--- src/rtl/reg_pkg.sv ---
// Shared definitions for the register write-back arbiter: register-file
// geometry and the controller state type.
package reg_pkg;
  localparam int NUM_REGISTERS = 16;
  localparam int ADDR_W        = 4;
  localparam int DATA_W        = 8;

  typedef enum logic {
    IDLE  = 1'b0,
    CLEAR = 1'b1
  } state_e;
endpackage

--- src/rtl/rr_arbiter.sv ---
// Grant selection for the write-back requesters. Grant is combinational
// from the request vector. With RR_ARB_EN defined the search starts one past
// the last granted requester and wraps; the pointer advances only when a
// grant is issued. Without RR_ARB_EN requester 0 has the highest priority
// and no pointer exists.
module rr_arbiter #(
  parameter int NUM_REQ = 3,
  parameter int IDX_W   = $clog2(NUM_REQ)
) (
  input  logic               clk_i,
  input  logic               rst_i,
  input  logic               en_i,
  input  logic [NUM_REQ-1:0] req_i,
  output logic [NUM_REQ-1:0] gnt_o,
  output logic [IDX_W-1:0]   idx_o
);
`ifdef RR_ARB_EN
  logic [IDX_W-1:0] ptr_q, ptr_d;

  // first valid requester after the last granted one, wrapping around
  always_comb begin
    int   c;
    logic found;
    gnt_o = '0;
    idx_o = '0;
    found = 1'b0;
    c     = 0;
    for (int i = 1; i <= NUM_REQ; i++) begin
      c = int'(ptr_q) + i;
      if (c >= NUM_REQ) c = c - NUM_REQ;
      if (!found && en_i && req_i[IDX_W'(c)]) begin
        found               = 1'b1;
        gnt_o[IDX_W'(c)]    = 1'b1;
        idx_o               = IDX_W'(c);
      end
    end
  end

  // pointer follows the requester that actually transferred
  always_comb ptr_d = (|gnt_o) ? idx_o : ptr_q;

  // pointer register; after reset requester 0 is searched first
  always_ff @(posedge clk_i or posedge rst_i) begin
    if (rst_i) ptr_q <= IDX_W'(NUM_REQ - 1);
    else       ptr_q <= ptr_d;
  end
`else
  logic unused_clk_rst;
  assign unused_clk_rst = clk_i ^ rst_i;

  // lowest-index valid requester wins
  always_comb begin
    logic found;
    gnt_o = '0;
    idx_o = '0;
    found = 1'b0;
    for (int i = 0; i < NUM_REQ; i++) begin
      if (!found && en_i && req_i[i]) begin
        found    = 1'b1;
        gnt_o[i] = 1'b1;
        idx_o    = IDX_W'(i);
      end
    end
  end
`endif
endmodule

--- src/rtl/reg_wb_arbiter.sv ---
// Register-file write-back arbiter with scoreboard and bulk clear.
// Several requesters compete for one registered write port; an issue-stage
// scoreboard tracks registers with writes still in flight; a clear sequence
// zeroes every register. Optional macro RR_ARB_EN selects round-robin
// arbitration instead of fixed priority.
module reg_wb_arbiter import reg_pkg::*; #(
  parameter int NUM_REQ       = 3,
  parameter int NUM_REGISTERS = reg_pkg::NUM_REGISTERS
) (
  input  logic                           clk,
  input  logic                           reset,
  input  logic [NUM_REQ-1:0]             req_valid,
  input  logic [NUM_REQ-1:0][ADDR_W-1:0] req_addr,
  input  logic [NUM_REQ-1:0][DATA_W-1:0] req_data,
  output logic [NUM_REQ-1:0]             req_ready,
  input  logic                           claim_valid,
  input  logic [ADDR_W-1:0]              claim_addr,
  input  logic [ADDR_W-1:0]              chk_addr1,
  input  logic [ADDR_W-1:0]              chk_addr2,
  output logic                           hazard1,
  output logic                           hazard2,
  input  logic                           clr_start,
  output logic                           clr_busy,
  output logic                           wr_en,
  output logic [ADDR_W-1:0]              wr_addr,
  output logic [DATA_W-1:0]              wr_data
);
  localparam int                IDX_W = $clog2(NUM_REQ);
  localparam logic [ADDR_W-1:0] LAST  = ADDR_W'(NUM_REGISTERS - 1);

  state_e                   state_q, state_d;
  logic [ADDR_W-1:0]        cnt_q, cnt_d;
  logic [NUM_REGISTERS-1:0] pend_q, pend_d;
  logic                     wr_en_q, wr_en_d;
  logic [ADDR_W-1:0]        wr_addr_q, wr_addr_d;
  logic [DATA_W-1:0]        wr_data_q, wr_data_d;

  logic                     grant_en;
  logic                     hs;
  logic [NUM_REQ-1:0]       gnt;
  logic [IDX_W-1:0]         gidx;

  // a pending clear request beats any write-back in the same cycle
  assign grant_en = (state_q == IDLE) && !clr_start;

  rr_arbiter #(.NUM_REQ(NUM_REQ), .IDX_W(IDX_W)) u_arb (
    .clk_i (clk),
    .rst_i (reset),
    .en_i  (grant_en),
    .req_i (req_valid),
    .gnt_o (gnt),
    .idx_o (gidx)
  );

  // grant only goes to a valid requester, so any grant is a transfer
  assign req_ready = gnt;
  assign hs        = |gnt;
  assign clr_busy  = (state_q == CLEAR);
  assign wr_en     = wr_en_q;
  assign wr_addr   = wr_addr_q;
  assign wr_data   = wr_data_q;

  // state and clear-counter registers
  always_ff @(posedge clk or posedge reset) begin
    if (reset) begin
      state_q <= IDLE;
      cnt_q   <= '0;
    end else begin
      state_q <= state_d;
      cnt_q   <= cnt_d;
    end
  end

  // next state: clear walks every register once, then returns to IDLE
  always_comb begin
    state_d = state_q;
    cnt_d   = cnt_q;
    case (state_q)
      IDLE: begin
        cnt_d = '0;
        if (clr_start) state_d = CLEAR;
      end
      CLEAR: begin
        cnt_d = cnt_q + 1'b1;
        if (cnt_q == LAST) begin
          state_d = IDLE;
          cnt_d   = '0;
        end
      end
      default: begin
        state_d = IDLE;
        cnt_d   = '0;
      end
    endcase
  end

  // write-port drive: zeros while clearing, granted requester otherwise
  always_comb begin
    wr_en_d   = 1'b0;
    wr_addr_d = wr_addr_q;
    wr_data_d = wr_data_q;
    case (state_q)
      CLEAR: begin
        wr_en_d   = 1'b1;
        wr_addr_d = cnt_q;
        wr_data_d = '0;
      end
      default: begin
        if (hs) begin
          wr_en_d   = 1'b1;
          wr_addr_d = req_addr[gidx];
          wr_data_d = req_data[gidx];
        end
      end
    endcase
  end

  // registered write port
  always_ff @(posedge clk or posedge reset) begin
    if (reset) begin
      wr_en_q   <= 1'b0;
      wr_addr_q <= '0;
      wr_data_q <= '0;
    end else begin
      wr_en_q   <= wr_en_d;
      wr_addr_q <= wr_addr_d;
      wr_data_q <= wr_data_d;
    end
  end

  // scoreboard update; a same-edge claim outranks the retiring write
  always_comb begin
    pend_d = pend_q;
    if (state_q == IDLE) begin
      if (clr_start) begin
        pend_d = '0;
      end else begin
        for (int i = 0; i < NUM_REGISTERS; i++) begin
          if (hs && req_addr[gidx] == ADDR_W'(i)) pend_d[i] = 1'b0;
          if (claim_valid && claim_addr == ADDR_W'(i)) pend_d[i] = 1'b1;
        end
      end
    end
  end

  // scoreboard register
  always_ff @(posedge clk or posedge reset) begin
    if (reset) pend_q <= '0;
    else       pend_q <= pend_d;
  end

  // hazard lookup; out-of-range addresses never report a hazard
  always_comb begin
    hazard1 = 1'b0;
    hazard2 = 1'b0;
    for (int i = 0; i < NUM_REGISTERS; i++) begin
      if (chk_addr1 == ADDR_W'(i)) hazard1 = pend_q[i];
      if (chk_addr2 == ADDR_W'(i)) hazard2 = pend_q[i];
    end
  end
endmodule

--- config.mk ---
export PLATFORM = sky130hd
export DESIGN_NAME = reg_wb_arbiter
export DESIGN_NICKNAME = d
export VERILOG_FILES = /design/src/rtl/reg_pkg.sv /design/src/rtl/rr_arbiter.sv /design/src/rtl/reg_wb_arbiter.sv
export SDC_FILE = /design/constraint.sdc
export NUM_CORES = 1
export LEC_CHECK = 0
export BUFFER_PORTS_ARGS = -buffer_cell sky130_fd_sc_hd__buf_2
export CORE_AREA = 2 2 71 73
export DETAILED_ROUTE_END_ITERATION = 16
export DIE_AREA = 0 0 73 75
export PLACE_DENSITY = 0.83
export SLEW_MARGIN = 30
export SYNTH_ARGS = -nofsm -noshare
export SYNTH_HDL_FRONTEND = slang
export SYNTH_SLANG_ARGS = --single-unit
--- constraint.sdc ---
create_clock -name clk -period 2.9 [get_ports clk]
set_input_delay 0.435 -clock clk [delete_from_list [all_inputs] [get_ports clk]]
set_output_delay 0.435 -clock clk [all_outputs]
set_load 0.01 [all_outputs]
Word-level counts from Yosys, hierarchy flattened
Index checks and enable logic that the tools add are counted.
- register bits after elaboration: 34
- output and inout port bits: 19
- bits of input ports: 55
- word-level logic and storage cells: 250
- mux-type cells: 86
- reduce and logical (&&, ||, !) cells: 79
- equal/unequal tests: 61
- bitwise operators: 1
- add/sub/neg operators: 1
- order comparisons: 1
- operators by type and width (cell ; count):
    == test 4 bit (second input constant) ; 33
    2-to-1 mux 1 bit ; 73
    == test 4 x 3 -> 1 bit (second input constant) ; 16
    nonzero test 3 bit ; 16
    logical AND 1 bit ; 38
    == test 4 x 2 -> 1 bit (second input constant) ; 8
    AND reduction 2 bit ; 16
    2-to-1 mux 8 bit ; 3
    binary-select mux 8 bit (select 2 bit) ; 1
    == test 4 x 1 -> 1 bit (second input constant) ; 4
    logical NOT 4 bit ; 4
    2-to-1 mux 16 bit ; 1
    2-to-1 mux 4 bit ; 4
    binary-select mux 4 bit (select 2 bit) ; 1
    case mux 4 bit (2 select lines) ; 1
    adder 4 x 1 -> 4 bit (second input constant) ; 1
    logical NOT 1 bit ; 3
    less-than comparator 2 x 3 -> 1 bit (second input constant) ; 1
    OR reduction 3 bit ; 1
    2-to-1 mux 2 bit ; 1
    case mux 1 bit (2 select lines) ; 1
    nonzero test 2 bit ; 1
    NOT 1 bit ; 1

Depth between registers and ports, before layout
Gate-level depths: netlist (run 1).
- word-level depth: 19
- gate-level depth with buffers: 8
- gate-level depth less buffers: 6

Cells and area by module
From an unflattened synthesis (run 1), not the netlist that was laid out.
- cell total of the unflattened synthesis: 266
- area, all modules: 2277.2 sq um
- by module, submodules not included (module ; area each (sq um) ; cells an instance ; times used ; sequential area each (sq um)):
    reg_wb_arbiter ; 2229.6 ; 261 ; 1 ; 850.8
    rr_arbiter ; 47.5 ; 5 ; 1 ; 0.0

Worst setup path before layout (run 1)
OpenSTA, ideal clock, no wires.
- path type: input-to-output
- start: input port chk_addr2[0]
- end: output port hazard2
- path buffers: 1
- path slack: 671 ps
- arrival time: 1794 ps
- stages: 4
- required time: 2465 ps
- cells stage by stage: buf_2 mux4_2 mux4_2 a41o_1
- word-level cells in the longest chain between the ends: 17
- elaborated cells between the ends (all ways): 32
- those cells by class: eq/ne: 15; mux: 16; reduce/logical: 1
- ends and longest elaborated chain (what ; RTL line ; source):
    start, declared ; reg_wb_arbiter.sv:19 ; input logic [ADDR_W-1:0] chk_addr2,
    logical NOT 4 bit ; reg_wb_arbiter.sv:158 ; if (chk_addr2 == ADDR_W'(i)) hazard2 = pend_q[i];
    2-to-1 mux 1 bit (15 in a row) ; reg_wb_arbiter.sv:158 ;
    2-to-1 mux 1 bit (*) ; reg_wb_arbiter.sv:158 ;
    end, declared ; reg_wb_arbiter.sv:21 ; output logic hazard2,
Mark *: on every way between the ends. The rest lies on a longest branch, timed or not.

Worst setup path after layout (run 1)
- start: register pend_q[7]
- end: output port hazard2
- word-level cells in the longest chain between the ends: 9
- ends and longest elaborated chain (what ; RTL line ; source):
    start, declared ; reg_wb_arbiter.sv:33 ; logic [NUM_REGISTERS-1:0] pend_q, pend_d;
    start signal, assigned ; reg_wb_arbiter.sv:149 ; else pend_q <= pend_d;
    2-to-1 mux 1 bit (9 in a row) ; reg_wb_arbiter.sv:158 ;
Every way passes these cells.

==> metrics.cfg, run 1 <==
[yosys]
synth_warnings=0
ys_async_sr_fraction_pct=100
syn-num-nets=354
ys.flop_type=dfrtp_1
netlist_top_cells_area=dfrtp_1 (33%), nand2_1 (7.0%), mux2i_1 (6.2%), mux4_2 (6.1%), a21oi_1 (5.3%)
synth-edff-count=0
synth_cells=298
ys_types=42
ys_seq_area_share_pct=33.2
ys_ff_latch=34
yosys.area.top_type=dfrtp_1
yosysTopAreaCellShare_pct=33.2
synth_area_mm2=0.00256
postSynthAreaPerCell_um2=8.61

[clocking]
postCtsHoldBufs=0
cts_made_buffers=5
clock_latency_ns=0.29
clock_path_buffers=2
cts_resized=0
cts_setup_buffers=0
root_buffer=clkbuf_8
clk_pin_slew_worst_paths_ns=0.07
h-tree-depth=2
cts_tree=yes
clock-sinks=34

[floorplanning]
core-area_mm2=0.00466
start_util_pct=55.0
io_pins=74
die_width_um=73
die_area_mm2=0.00548
num_rows=25
die_y_um=75

[route]
drc_errors=0
firstDrtPassIters=5
vias=2463
wl_per_cell_um=15.3
ant_nets=0
wirelength_um=6490
viasPerCell=5.82
drtIter0Drc=291

[global_routing]
grtUsageTotal_pct=26.3
grt_overflow=0
grt_pass1_wl_um=11100
grt_max_degree=35
grt_pass1_vias=2396
antenna_found_initial=0

[power_and_ir_drop]
vdd_drop_max_v=0.000423
p_int_mw=1.32
power_leakage_nw=1.36
power_density_mw_per_mm2=639
p_switching_mw=0.648
total_power_mw=1.97
switching_share_pct=33.0
comb_power_share_pct=33.6
p_seq_share_pct=38.6
pwr-share-clk_pct=27.8

[setup_path]
cpMostUsedCell=mux4_2
crit_start=pend_q[7]
cp.arrival_ns=2.01
r2r-end=pend_q[8]
cp.required_ns=2.47
r2r-start=clr_busy
crit_path_top_delay_cell=mux4_2
worstSetupPathType=flop to primary output
r2r_slack_ns=0.65
cp-start-kind=flop
critical_path.max_stage_delay_ns=0.49
reg2regPathDepth=7
path_max_fanout=4
endpoint_kind=primary output
crit_chain=mux4_2, mux4_2, a41o_1, buf_2
crit_end=hazard2

[layout]
layoutNonFillerInstCount=423
drive_gt1_share_pct=28.5
n_fill_cell=380
antennaDiodeCount=0
nNetsFinal=424
areaGrowthSynthToFinish_pct=19.9

[job]
maxCapViolCount=0

[timing]
max_slew_margin_pct=70.6
fmax_mhz=409
totalNegativeSetupSlack_ns=0
hold_viol=0
final_max_slew_viol_count=0
skew_ns=0.00544
period_share_pct=84.3
setup_viol=0
worst_pin_slew_ns=0.442
fin_crit_ns=2.44
rsz0062_at_grt=no

[placed_design]
gp_congestion=0.908
io_buffers=73
dp_hpwl_um=4880
dp_cells=415

[status]
status=complete, no violations

[min_path]
min_path_type=input pin to async pin

[registers in the layout, summed over array words and instances, names as in the netlist]
name	flops
wr_en	1
clr_busy	1
wr_data	8
cnt_q	4
wr_addr	4
pend_q	16
[layout by cell type (no fill, tap or decap), drive strengths merged, types with 6 or more instances in the layout]
master  count
nor2       29
mux2i      17
nand3       6
nand2b     13
mux4        7
clkbuf      6
buf        79
nand2      48
nand3b     11
a21oi      27
a211o       7
o21ai      24
nor2b      18
dfrtp      34
[power by group through the flow]
| stage | clock [mW] | sequential (mW) | combinational [mW] |
|---|---|---|---|
| after global routing | 0.580 | 0.778 | 0.744 |
| after CTS | 0.554 | 0.756 | 0.664 |
| after floorplan | 0 | 0.730 | 0.468 |
| after global placement | 0 | 0.757 | 0.638 |
| final | 0.546 | 0.759 | 0.660 |
| after detailed placement | 0 | 0.763 | 0.662 |
[kinds of logic after synthesis]
logic type | share of synthesized area [%]
and+or+nand+nor | 27.3
DFF | 33.2
xor gates and xnor gates | 0.342
muxes | 15.2
buffers and inverters | 5.22
adders and majority gates | 0.488
AOI/OAI and AO/OA | 18.3
[layout make-up]
class | instances | area [µm²] | area share [%]
clock buffer | 6 | 82.6 | 2.69
clock inverter | 2 | 60.1 | 1.95
inverter | 5 | 23.8 | 0.773
multi-input combinational | 243 | 1580 | 51.4
sequential | 34 | 851 | 27.7
tap | 54 | 67.6 | 2.20
timing repair buffer | 79 | 410 | 13.3
[critical path: cells and delay by family (launching register included)]
kind	cells	cell delay [ns]
multiplexers	2	0.94
flip-flops	1	0.44
buffers and inverters	1	0.13
AO/OA/AOI/OAI	1	0.21
[cell usage after synthesis (2+ instances only)]
cell,count
nor2b_1,18
a32oi_2,2
mux2_1,2
a21oi_1,27
nand2_1,48
inv_1,4
o221ai_1,3
mux2i_1,16
dfrtp_1,34
mux4_2,7
buf_2,3
nand3b_1,11
nand3_1,6
buf_6,4
o21ai_1,20
a211oi_1,2
and2_1,5
nor3_1,4
o211ai_2,2
o211ai_1,2
nor2_1,29
a211o_1,7
nand2b_1,13
o21ai_0,4
clkbuf_1,8
[layer usage]
metal | track usage [%] | routed length, µm
met1 | 33.2 | 2770
met2 | 46.1 | 3220
met3 | 4.82 | 422
met4 | 8.02 | 72
met5 | 0 | 0
[worst min-delay path by stage]
stage | cells past startpoint | slack, ns | startpoint | endpoint
4_1_cts | 3 | 0.24 | reset | wr_addr[0]
5_1_grt | 3 | 0.26 | reset | wr_addr[0]
2_1_floorplan | 1 | 0.47 | cnt_q[0] | cnt_q[0]
3_5_place_dp | 2 | 0.49 | wr_data[6] | wr_data[6]
3_3_place_gp | 2 | 0.50 | wr_data[5] | wr_data[5]
6_report | 3 | 0.22 | reset | wr_addr[0]
[metrics by stage]
step | setup slack, ns | hold WS, ns | util [%] | area (µm²)
2_1_floorplan | 0.671 | 0.469 | - | 2560
3_3_place_gp | 0.560 | 0.498 | 62.9 | 2930
3_5_place_dp | 0.529 | 0.490 | 62.9 | 2930
4_1_cts | 0.459 | 0.236 | 66.0 | 3080
5_1_grt | 0.372 | 0.256 | 66.0 | 3080
6_report | 0.455 | 0.225 | 66.0 | 3080
Power figures use the tool's default switching activity.
==> run 2: changes to the inputs <==
--- a/config.mk
+++ b/config.mk
@@ -6,10 +6,10 @@
 export NUM_CORES = 1
 export LEC_CHECK = 0
 export BUFFER_PORTS_ARGS = -buffer_cell sky130_fd_sc_hd__buf_2
-export CORE_AREA = 2 2 71 73
+export CORE_AREA = 2 2 77 79
 export DETAILED_ROUTE_END_ITERATION = 16
-export DIE_AREA = 0 0 73 75
-export PLACE_DENSITY = 0.83
+export DIE_AREA = 0 0 79 81
+export PLACE_DENSITY = 0.75
 export SLEW_MARGIN = 30
 export SYNTH_ARGS = -nofsm -noshare
 export SYNTH_HDL_FRONTEND = slang
==> constraint.sdc (replaced) <==
create_clock -name clk -period 2.1 [get_ports clk]
set_input_delay 0.315 -clock clk [delete_from_list [all_inputs] [get_ports clk]]
set_output_delay 0.315 -clock clk [all_outputs]
set_load 0.01 [all_outputs]
==> run 2 against run 1 <==
Effect of this change:
- the run now ends with setup timing left
- combinational power rose by 61%
- sequential share of layout area fell by 1.4 points
- setup slack got worse by 0.67 ns
- design area rose by 5.4%
- count of clock-buffer cells in the layout rose by 2
- via count rose by 2.6%
- critical endpoint unchanged
==> metrics.cfg, run 2 (same netlist as run 1, synthesis figures left out) <==
[floorplanning]
start_util_pct=45.2  ; -9.8 points
die_y_um=81  ; +8.0%
io_pins=74  ; unchanged
core-area_mm2=0.00568  ; +22%
die_width_um=79  ; +8.2%
num_rows=28  ; +12%
die_area_mm2=0.00640  ; +17%

[setup_path]
crit_chain=mux4_2, mux4_2, a41o_1, buf_2
crit_path_top_delay_cell=mux4_2
reg2regPathDepth=6  ; -1
worstSetupPathType=flop to primary output
critical_path.max_stage_delay_ns=0.48  ; about the same
cpMostUsedCell=mux4_2
cp-start-kind=flop
cp.arrival_ns=2.00  ; about the same
path_max_fanout=4  ; unchanged
r2r-start=clr_busy
endpoint_kind=primary output
r2r_slack_ns=0.17  ; -0.48 ns
r2r-end=pend_q[3]
cp.required_ns=1.78  ; -0.69 ns

[layout]
final_cell_mix=buf_2 (73), nand2_1 (48), dfrtp_1 (34)
register_area_um2=851  ; unchanged
fin_util_pct=57.1  ; -8.9 points
largest_reg_flops=16  ; unchanged
largest_register=pend_q
antennaDiodeCount=0  ; unchanged
nNetsFinal=440  ; +3.8%
layoutNonFillerInstCount=460  ; +8.7%
final_common_cell=buf_2
n_fill_cell=530  ; +39%
drive_gt1_share_pct=32.5  ; +4.0 points
areaGrowthSynthToFinish_pct=26.3
multiInputGateArea_mm2=0.00160  ; +1.5%

[route]
wirelength_um=7010  ; +8.0%
drc_errors=0  ; unchanged
wl_per_cell_um=15.2  ; -0.65%
ant_nets=0  ; unchanged
drtIter0Drc=192  ; -34%
firstDrtPassIters=4  ; -1
vias=2528  ; +2.6%
viasPerCell=5.50  ; -5.6%

[timing]
max_slew_margin_pct=71.0  ; +0.43 points
fmax_mhz=432
totalNegativeSetupSlack_ns=-0.213  ; -0.213 ns
period_share_pct=110
worst_pin_slew_ns=0.435  ; -0.00651 ns
fin_crit_ns=2.31
hold_viol=0  ; unchanged
final_max_slew_viol_count=0  ; unchanged
rsz0062_at_grt=yes
fin_ws_ns=-0.213  ; -0.668 ns
setup_viol=1  ; +1
skew_ns=0.00473  ; -0.000711 ns

[clocking]
h-tree-depth=2  ; unchanged
cts_made_buffers=5  ; unchanged
clock-sinks=34  ; unchanged
clock_path_buffers=2  ; unchanged
clock_latency_ns=0.28  ; about the same
clk_pin_slew_worst_paths_ns=0.07  ; about the same
cts_tree=yes
postCtsHoldBufs=0  ; unchanged
root_buffer=clkbuf_8

[status]
violations=setup timing
status=finished with violations

[min_path]
min_path_type=input pin to async pin

[power_and_ir_drop]
power_density_mw_per_mm2=816  ; +28%
power_leakage_nw=1.44  ; +6.0%
vdd_drop_max_v=0.000395  ; -6.5%

[job]
maxCapViolCount=0  ; unchanged

[global_routing]
antenna_found_initial=0  ; unchanged
grt_pass1_vias=2542  ; +6.1%
grtUsageTotal_pct=23.4  ; -2.9 points
grt_pass1_wl_um=11800  ; +6.4%
grt_overflow=0  ; unchanged
grt_max_degree=42  ; +20%

[placed_design]
dp_hpwl_um=5220  ; +7.0%
dp_cells=446  ; +7.5%
io_buffers=73  ; unchanged
gp_congestion=0.881  ; -3.0%

-- run 2: cell types whose count changed in the layout (fill, tap and decap cells not counted), sizes merged --
cell    previous run  this run
buf               79        95
bufinv             2         0
clkbuf             6         8
-- run 2: timing repair --
action                                  4_1_cts  5_1_grt
buffers inserted                              5        1
endpoints found under the setup margin        2        9
resized for setup                             2        7
pin swaps                                     1        0
-- run 2: worst max-delay path, delay by kind of cell (launching register included) --
kind,cells,cell delay (ns)
compound gates,1,0.22
mux,2,0.94
flops,1,0.43
buf+inv,1,0.13
-- run 2: area by class of cell --
class / instances / area share, %
tap: 75 / 2.90
inverter: 5 / 0.734
multi-input combinational: 243 / 49.5
clock buffer: 8 / 3.40
sequential: 34 / 26.3
timing repair buffer: 95 / 17.2
-- run 2: worst max path at each step --
| stage | depth (start not counted) | to | from |
|---|---|---|---|
| floorplan | 4 | hazard2 | chk_addr2[0] |
| global placement | 5 | hazard2 | chk_addr2[0] |
| detailed placement | 5 | hazard2 | chk_addr2[0] |
| CTS | 4 | hazard2 | pend_q[3] |
| global route | 4 | hazard2 | pend_q[7] |
| finish | 4 | hazard2 | pend_q[4] |
-- run 2: power breakdown --
part / total, mW / internal [mW] / switching, mW
clock network: 0.572 / 0.331 / 0.241
logic: 1.06 / 0.550 / 0.511
registers: 1.01 / 0.845 / 0.168
-- run 2: through the flow --
step                      hold slack, ns  setup WS [ns]  instance area, µm²  total power [mW]
after floorplan                    0.457          0.111                2560              1.65
after global placement             0.432         0.0152                3050              1.96
after detailed placement           0.437        -0.0582                3050              2.00
after CTS                          0.122         -0.211                3200              2.63
after global routing               0.149         -0.257                3240              2.84
final                              0.112         -0.213                3240              2.65
-- run 2: per-layer routing --
metal,GRT usage (%),vias up,part of all wire [%]
li1,-,1229,-
met1,28.1,1195,41
met2,41.7,92,51
met3,5.11,12,5.6
met4,8.10,0,1.9
met5,0,-,0
==> run 3: changes to the inputs <==
--- a/config.mk
+++ b/config.mk
@@ -5,11 +5,12 @@
 export SDC_FILE = /design/constraint.sdc
 export NUM_CORES = 1
 export LEC_CHECK = 0
+export ABC_AREA = 1
 export BUFFER_PORTS_ARGS = -buffer_cell sky130_fd_sc_hd__buf_2
 export CORE_AREA = 2 2 77 79
 export DETAILED_ROUTE_END_ITERATION = 16
 export DIE_AREA = 0 0 79 81
-export PLACE_DENSITY = 0.75
+export PLACE_DENSITY = 0.76
 export SLEW_MARGIN = 30
 export SYNTH_ARGS = -nofsm -noshare
 export SYNTH_HDL_FRONTEND = slang
==> run 3 against run 2 <==
Effect of this change:
- the run now ends clean
- first-iteration DRC count shrank 4.7%
- sequential cell count stayed put
- synthesized cell count is 40% higher
- power fell by 11%
- global-route usage is 0.30 points lower
- hold slack worse by 0.013 ns
- critical endpoint is now req_ready[2]
==> metrics.cfg, run 3 <==
[yosys]
ys_ff_latch=34  ; unchanged
yosysTopAreaCellShare_pct=32.6  ; -0.62 points
synthTopCellsByCount=nand2_1 (159), nor2_1 (45), inv_1 (40)
ys_seq_area_share_pct=32.6  ; -0.62 points
synth-xor-area-share_pct=0.335  ; -0.0064 points
synth_mux_area_share_pct=0  ; -15 points
yosys.area.top_type=dfrtp_1
ys_types=29  ; -31%
syn-num-nets=473  ; +34%
netlist_top_cells_area=dfrtp_1 (33%), nand2_1 (23%), nor2_1 (6.5%), inv_1 (5.7%), nand3_1 (5.0%)
yosys.area_share.simple_pct=44.9  ; +18 points
synth_top_family_by_area=simple AND/OR/NAND/NOR gates
synthAdderAreaFrac_pct=0.479  ; -0.0091 points
synth-edff-count=0  ; unchanged
synth_cells=417  ; +40%
synth_warnings=0  ; unchanged
synth_area_mm2=0.00261  ; +1.9%
postSynthAreaPerCell_um2=6.27  ; -27%
ys_async_sr_fraction_pct=100  ; unchanged
synth_compound_area_share_pct=11.2  ; -7.1 points
ys.flop_type=dfrtp_1
yosys.cell_count.top_type=nand2_1

[layout]
largest_register=pend_q
areaGrowthSynthToFinish_pct=20.7
nNetsFinal=548  ; +25%
multiInputGateArea_mm2=0.00149  ; -7.3%
final_common_cell=nand2_1
largest_reg_flops=16  ; unchanged
drive_gt1_share_pct=24.7  ; -7.7 points
antennaDiodeCount=0  ; unchanged
fin_util_pct=55.6  ; -1.5 points
register_area_um2=851  ; unchanged
n_fill_cell=587  ; +11%
final_cell_mix=nand2_1 (159), buf_2 (73), nor2_1 (45)

[route]
wirelength_um=6870  ; -2.0%
drc_errors=0  ; unchanged
drtIter0Drc=183  ; -4.7%
viasPerCell=5.10  ; -7.3%
firstDrtPassIters=5  ; +1
wl_per_cell_um=12.1  ; -21%
ant_nets=0  ; unchanged
vias=2895  ; +15%

[global_routing]
grt_pass1_vias=2796  ; +10%
grt_pass1_wl_um=11900  ; +0.71%
grt_max_degree=35  ; -17%
grt_overflow=0  ; unchanged
antenna_found_initial=0  ; unchanged
grtUsageTotal_pct=23.1  ; -0.30 points

[clocking]
clock_latency_ns=0.29  ; about the same
root_buffer=clkbuf_8
clk_pin_slew_worst_paths_ns=0.07  ; about the same
cts_made_buffers=5  ; unchanged
clock-sinks=34  ; unchanged
cts_tree=yes
h-tree-depth=2  ; unchanged
clock_path_buffers=2  ; unchanged

[setup_path]
r2r-start=clr_busy
crit_path_top_delay_cell=dfrtp_1
endpoint_kind=primary output
path_max_fanout=13  ; +9
critPathTopFamily=buffers and inverters
cp.arrival_ns=1.63  ; -0.37 ns
cp.required_ns=1.78  ; about the same
crit_chain=nor2_8, nand4_4, inv_4, buf_4, buf_2
r2r-end=pend_q[0]
r2r_slack_ns=0.23  ; +0.06 ns
cp-start-kind=flop
critical_path.max_stage_delay_ns=0.44  ; -0.04 ns
critPathBufInv=3  ; +2
worstSetupPathType=flop to primary output
reg2regPathDepth=11  ; +5

[timing]
skew_ns=0.00293  ; -0.00180 ns
totalNegativeSetupSlack_ns=0  ; +0.213 ns
rsz0062_at_grt=no
hold_viol=0  ; unchanged
hold_ws_ns=0.0996  ; -0.0127 ns
final_max_slew_viol_count=0  ; unchanged
period_share_pct=92.5  ; -18 points
setup_viol=0  ; -1
fin_crit_ns=1.94  ; -0.370 ns
worst_pin_slew_ns=0.416  ; -0.0195 ns
max_slew_margin_pct=72.3  ; +1.3 points
fmax_mhz=515  ; +19%

[placed_design]
io_buffers=73  ; unchanged
dp_hpwl_um=5420  ; +3.8%
gp_congestion=0.968  ; +9.9%

[power_and_ir_drop]
pwr-share-clk_pct=21.7  ; about the same
power_leakage_nw=1.71  ; +19%
p_int_mw=1.43  ; -17%
vdd_drop_max_v=0.000412  ; +4.3%
comb_power_share_pct=37.0  ; -3.1 points
p_seq_share_pct=41.3  ; +3.0 points
p_switching_mw=0.917  ; -0.26%
power_density_mw_per_mm2=745  ; -8.8%
switching_share_pct=39.0  ; +4.3 points

[min_path]
min_path_type=input pin to async pin

[job]
maxCapViolCount=0  ; unchanged

[status]
status=complete, no violations

[floorplanning]
num_rows=28  ; unchanged
core-area_mm2=0.00568  ; unchanged
die_area_mm2=0.00640  ; unchanged
die_width_um=79  ; unchanged
io_pins=74  ; unchanged
start_util_pct=46.1  ; +0.86 points
die_y_um=81  ; unchanged

==> run 3: worst register-to-register path, cell delays in order, from the launching register on <==
cell and delay [ns]:
dfrtp_1 0.44, nor2_8 0.22, nand4_4 0.18, buf_4 0.19
nand3_1 0.10, nand2_2 0.10, nor2_2 0.20, nand3_1 0.11
nand2_1 0.07, nand2_1 0.05, nand2_1 0.06, nand2_1 0.04
==> run 3: repair_timing <==
action | CTS | global route
endpoints found under the setup margin | 0 | 3
buffers inserted | 0 | 4
hold buffers | 0 | 0
resized for setup | 0 | 1
==> run 3: worst max-delay path by stage <==
stage,start,endpoint,cells after the start
2_1_floorplan,clr_busy,pend_q[10],14
3_3_place_gp,clr_busy,pend_q[7],12
3_5_place_dp,clr_busy,pend_q[11],12
4_1_cts,clr_busy,req_ready[2],5
5_1_grt,clr_busy,pend_q[8],11
6_report,clr_busy,req_ready[2],5
==> run 3: cell families after synthesis <==
family | after synthesis
xor+xnor | 1
fa+ha+maj | 1
buf+inv | 61
compound gates | 52
simple gates | 268
flops | 34
==> run 3: per-stage QoR <==
| stage | total power, mW | area [µm²] | worst slack (ns) | cells |
|---|---|---|---|---|
| 2_1_floorplan | 1.56 | 2610 | 0.433 | 417 |
| 3_3_place_gp | 1.83 | 3030 | 0.280 | 556 |
| 3_5_place_dp | 1.85 | 3030 | 0.207 | 556 |
| 4_1_cts | 2.36 | 3120 | 0.0552 | 564 |
| 5_1_grt | 2.54 | 3150 | 0.0434 | 568 |
| 6_report | 2.35 | 3150 | 0.157 | 568 |
==> run 3: area by class of cell <==
cell class / instances / area share, %
Multi-Input combinational cell: 322 / 47.2
Sequential cell: 34 / 27.0
Timing Repair Buffer: 86 / 14.7
Inverter: 43 / 5.20
Tap cell: 75 / 2.98
Clock buffer: 6 / 2.62
Clock inverter: 2 / 0.397
==> run 3: metal layers <==
layer / GRT usage, % / routed length [µm] / up-vias
li1: - / - / 1477
met1: 27.3 / 2840 / 1310
met2: 43.2 / 3530 / 93
met3: 3.56 / 375 / 15
met4: 7.07 / 128 / 0
met5: 0 / 0 / -
==> run 3: power by group through the flow <==
stage | clock [mW] | combinational [mW] | sequential [mW]
2_1_floorplan | 0 | 0.594 | 0.969
3_3_place_gp | 0 | 0.852 | 0.974
3_5_place_dp | 0 | 0.874 | 0.979
4_1_cts | 0.516 | 0.874 | 0.971
5_1_grt | 0.549 | 0.993 | 0.996
6_report | 0.510 | 0.868 | 0.970
